===== src/rtl/load_store_unit.sv =====
`timescale 1ns/1ps
// load_store_unit: sub-word RISC-V load/store front end for a word-wide Data_Memory.
// Loads and word stores complete in one cycle. Byte and halfword stores do a
// read-modify-write: the word is read and merged in IDLE, then written in WRITE.
// Optional feature: define LSU_MISALIGN_TRAP_EN to trap misaligned halfword and
// word accesses (accepted, no memory access, rsp_misalign reported).
module load_store_unit #(
  parameter int ADDR_W = 32
) (
  input  logic              clk,
  input  logic              rst,
  input  logic              req_valid,
  output logic              req_ready,
  input  logic              req_we,
  input  logic [2:0]        req_funct3,
  input  logic [ADDR_W-1:0] req_addr,
  input  logic [31:0]       req_wdata,
  output logic              rsp_valid,
  output logic [31:0]       rsp_rdata,
  output logic              rsp_misalign,
  output logic [ADDR_W-1:0] mem_A,
  output logic [31:0]       mem_WD,
  output logic              mem_MemWrite,
  input  logic [31:0]       mem_RD
);

  typedef enum logic {IDLE, WRITE} state_t;

  state_t            state;
  logic [ADDR_W-1:0] wr_addr_p1;
  logic [31:0]       wr_data_p1;
  logic              vld_p1;
  logic [31:0]       rdata_p1;
  logic              mis_p1;

  logic              fire;
  logic              legal;
  logic              is_word;
  logic              is_half;
  logic              misalign;
  logic              store_w_fire;
  logic              store_sub_fire;
  logic [ADDR_W-1:0] word_addr;

  // Lane-select and sign/zero-extend a load result. Halfwords use off[1] only.
  function automatic logic [31:0] load_extend(input logic [31:0] w,
                                              input logic [2:0]  f3,
                                              input logic [1:0]  off);
    logic [7:0]  b;
    logic [15:0] h;
    logic [31:0] r;
    b = w[{off, 3'b000} +: 8];
    h = w[{off[1], 4'b0000} +: 16];
    case (f3)
      3'b000:  r = {{24{b[7]}}, b};
      3'b001:  r = {{16{h[15]}}, h};
      3'b010:  r = w;
      3'b100:  r = {24'h0, b};
      3'b101:  r = {16'h0, h};
      default: r = 32'h0;
    endcase
    return r;
  endfunction

  // Replace the addressed byte or halfword lane of the old word with store data.
  function automatic logic [31:0] store_merge(input logic [31:0] w,
                                              input logic [31:0] wd,
                                              input logic [2:0]  f3,
                                              input logic [1:0]  off);
    logic [31:0] r;
    r = w;
    if (f3[1:0] == 2'b00)
      r[{off, 3'b000} +: 8] = wd[7:0];
    else
      r[{off[1], 4'b0000} +: 16] = wd[15:0];
    return r;
  endfunction

  assign word_addr = {req_addr[ADDR_W-1:2], 2'b00};
  assign legal     = !((req_funct3 == 3'b011) || (req_funct3[2:1] == 2'b11));
  assign is_word   = (req_funct3[1:0] == 2'b10);
  assign is_half   = (req_funct3[1:0] == 2'b01);

`ifdef LSU_MISALIGN_TRAP_EN
  assign misalign = (is_half & req_addr[0]) | (is_word & (req_addr[1:0] != 2'b00));
`else
  assign misalign = 1'b0;
`endif

  assign req_ready      = ~rst & (state == IDLE);
  assign fire           = req_valid & req_ready;
  assign store_w_fire   = fire & req_we & legal & ~misalign & is_word;
  assign store_sub_fire = fire & req_we & legal & ~misalign & ~is_word;

  assign rsp_valid    = vld_p1;
  assign rsp_rdata    = rdata_p1;
  assign rsp_misalign = mis_p1;

  // Memory port: WRITE replays the merged word, IDLE passes the request through.
  always_comb begin
    mem_A        = '0;
    mem_WD       = '0;
    mem_MemWrite = 1'b0;
    if (!rst) begin
      if (state == WRITE) begin
        mem_A        = wr_addr_p1;
        mem_WD       = wr_data_p1;
        mem_MemWrite = 1'b1;
      end else begin
        mem_A        = word_addr;
        mem_WD       = req_wdata;
        mem_MemWrite = store_w_fire;
      end
    end
  end

  // Control FSM with registered response; a sub-word store detours through WRITE.
  always_ff @(posedge clk or posedge rst) begin
    if (rst) begin
      state    <= IDLE;
      vld_p1   <= 1'b0;
      rdata_p1 <= '0;
      mis_p1   <= 1'b0;
    end else begin
      vld_p1   <= 1'b0;
      rdata_p1 <= '0;
      mis_p1   <= 1'b0;
      case (state)
        IDLE: begin
          if (fire) begin
            if (!legal || misalign) begin
              vld_p1 <= 1'b1;
              mis_p1 <= legal & misalign;
            end else if (!req_we) begin
              vld_p1   <= 1'b1;
              rdata_p1 <= load_extend(mem_RD, req_funct3, req_addr[1:0]);
            end else if (is_word) begin
              vld_p1 <= 1'b1;
            end else begin
              state <= WRITE;
            end
          end
        end
        WRITE: begin
          vld_p1 <= 1'b1;
          state  <= IDLE;
        end
        default: state <= IDLE;
      endcase
    end
  end

  // ---- stage p0 -> p1: capture the merged word for the WRITE cycle ----
  // Merge data is only consumed in WRITE, so it carries no reset.
  always_ff @(posedge clk) begin
    if (store_sub_fire) begin
      wr_addr_p1 <= word_addr;
      wr_data_p1 <= store_merge(mem_RD, req_wdata, req_funct3, req_addr[1:0]);
    end
  end

endmodule


===== config.mk =====
export PLATFORM = sky130hd
export DESIGN_NAME = load_store_unit
export DESIGN_NICKNAME = d
export VERILOG_FILES = /design/src/rtl/load_store_unit.sv
export SDC_FILE = /design/constraint.sdc
export NUM_CORES = 1
export LEC_CHECK = 0
export CAP_MARGIN = 20
export CELL_PAD_IN_SITES_DETAIL_PLACEMENT = 0
export CELL_PAD_IN_SITES_GLOBAL_PLACEMENT = 1
export CORE_UTILIZATION = 52
export DETAILED_ROUTE_END_ITERATION = 10
export DONT_BUFFER_PORTS = 1
export MAX_ROUTING_LAYER = met4
export PLACE_DENSITY_LB_ADDON = 0.1
export SYNTH_ARGS = -nofsm -noshare
export SYNTH_HDL_FRONTEND = slang
export SYNTH_SLANG_ARGS = --single-unit

===== constraint.sdc =====
create_clock -name clk -period 11.3 [get_ports clk]
set_input_delay 3.39 -clock clk [delete_from_list [all_inputs] [get_ports clk]]
set_output_delay 3.39 -clock clk [all_outputs]
set_load 0.01 [all_outputs]

==> metrics.txt <==
Synth area leaders=edfxtp_1 38%, dfrtp_1 17%, mux2i_1 13%, nor2_1 5.9%, a22o_1 4.3%; clock insertion delay at the later pin of the skew report=0.36 ns; Setup Fix Bufs, Post-CTS=0; pin count of the biggest net entering global routing=66; Crit. Startpoint=req_funct3[0]; Die ar.=9870 sq um; R2R Path Start=state; CTS Hold Bufs=0; GR Overflow Total=0; Reg-to-Reg End=wr_data_p1[6]; Initial Util=53.6%; status=finished, final reports clean; Yosys top cell area share=37.8%; GP Congestion=0.886; maximum VDD drop=0.0585 mV; CP Class=input port to output port; vias in the first global route=3,226; post-synthesis cell count=419; CP Capture Point=mem_MemWrite; # resized after CTS=0; flop-to-flop setup slack=8.67 ns; detailed placer's ending HPWL=8.85 mm; Final min period=7.97 ns; max_cap viols=0; Pre-antenna DRT Iters=7; r2r worst-path depth=4; CTS sink count=96; GRT Total Usage=25.5%; antenna cells=0; Die H=99.3 um; unrepaired setup endpoints after global routing=no; area grow syn2layout=4.44%; Vias/cell=6.46; fill count=809; final period utilization=70.6%; Hold Path Class=flip-flop to flip-flop; cell area after synthesis=4930 sq um; Total Routed Length=12.3 mm; Clock Pin Slew Worst Setup and Hold Paths=0.10 ns; clock skew=0.0181 ns; # rows=35; Most used DFF post-synth=edfxtp_1; largest area contributor in the netlist=edfxtp_1; CP Launch Type=input port; CTS tree=yes; maximum net fanout on the critical path=27; CTS Root Buffer Type=clkbuf_8; Final Total Pwr=0.691 mW; IO Pins=203; WL/cell=23.7 um; first-pass GRT wire length=18.2 mm; Post-synth EDFFs=62; relative slew slack=26.3%; CTS buffer count=9; Syn Area/Cell=11.8 sq um; max frequency=0.125 GHz; CP Capture Type=output port; Antenna Nets Post-Route=0; clock tree buffer depth=2; cell with the most instances after synthesis=nor2_1; critical path arrival=4.58 ns; Multi-input gate area=2020 sq um; Port Buf Inserts=0; fraction of final layout cells sized beyond drive strength 1=9.54%; setup_tns=0 ns; leakage power=1.89 nW; Vias=3,357; 1st-iter DRT viols=227; final core utilization=55.9%; # setup viols final=0; initial antenna violation count=0; H-tree depth=3; #FFs+latches synth=96; Post-route DRC=0; asr flop ratio synth=35.4%; sequential area share after synthesis=55.1%; Die W=99.3 um; Core Area=9200 sq um; nets=512; Register Area=2720 sq um; CP required=7.91 ns; Synth cell types=40; Worst-Margin Slew=1.11 ns; Ys Warns=0; Hold Fails Final Rpt=0; Commonest cells post-synth=78 x nor2_1, 63 x mux2i_1, 62 x edfxtp_1; power per cell area=134 nW/um^2; max-slew violations=0
layer usage:
metal	share of wire (%)	track usage, %	vias to the layer above	routed length (um)
li1	-	-	1520	-
met1	41	32.2	1630	5020
met2	48	39.8	181	5850
met3	8.9	5.34	26	1100
met4	2.9	11.3	0	352
met5	0	-	-	0
registers in the layout (all words and copies together) (netlist names):
name	flops
wr_addr_p1	30
state	1
wr_data_p1	32
rsp_rdata	32
rsp_valid	1
power breakdown:
part | switching [mW] | internal (mW)
clock | 0.120 | 0.110
combinational | 0.0430 | 0.0300
sequential | 0.00556 | 0.383
cell type report:
cell class / instances / area share (%)
inverters: 12 / 0.875
well taps: 111 / 2.70
clock inverters: 5 / 1.24
flip-flops and latches: 96 / 52.8
multi-input cells: 282 / 39.2
repair buffers: 3 / 0.438
clock buffers: 11 / 2.75
per-stage QoR:
| step | cells | hold WS (ns) | area (sq um) | setup slack (ns) |
|---|---|---|---|---|
| floorplan | 421 | 0.566 | 4930 | 3.56 |
| global placement | 504 | 1.27 | 4940 | 3.32 |
| detailed placement | 504 | 1.29 | 4940 | 3.31 |
| CTS | 520 | 1.30 | 5140 | 3.32 |
| global route | 520 | 1.33 | 5140 | 3.22 |
| finish | 520 | 1.26 | 5140 | 3.33 |
worst max-delay path, cell delays in order:
cell     delay (ns)
nor3b_4        0.78
a31oi_1        0.18
nor2_1         0.24
layout by cell type (no fill, tap or decap), types with 2 or more instances in the layout:
cell type   n
ha_1        5
nor2b_1     2
nor3_1      2
a21o_1      8
a31o_2      2
mux2i_1    63
clkbuf_8   10
inv_1      12
nand2_1    17
a222oi_1   15
nor3b_4     2
dfrtp_1    33
a22oi_1     8
nor2_1     77
a21oi_2     2
buf_4       3
mux2_2      8
a21oi_1    27
a22o_1     24
clkinv_4    2
edfxtp_1   62
conb_1      3
worst min path at each step:
stage | start | end | slack [ns] | depth (start not counted)
after floorplan | state | state | 0.57 | 3
after global placement | state | rsp_valid | 1.27 | 1
after detailed placement | state | rsp_valid | 1.29 | 1
after CTS | state | rsp_valid | 1.30 | 1
after global routing | state | rsp_valid | 1.33 | 1
final | state | rsp_valid | 1.26 | 1
cells by family after synthesis:
group,share of synthesized area (%)
AND/OR/NAND/NOR,10.3
flip-flops,55.1
AO/OA/AOI/OAI,14.4
multiplexers,14.6
buffers and inverters,4.29
adder cells (fa/ha/maj),1.27
other,0.0761
Power figures use the tool's default switching activity.
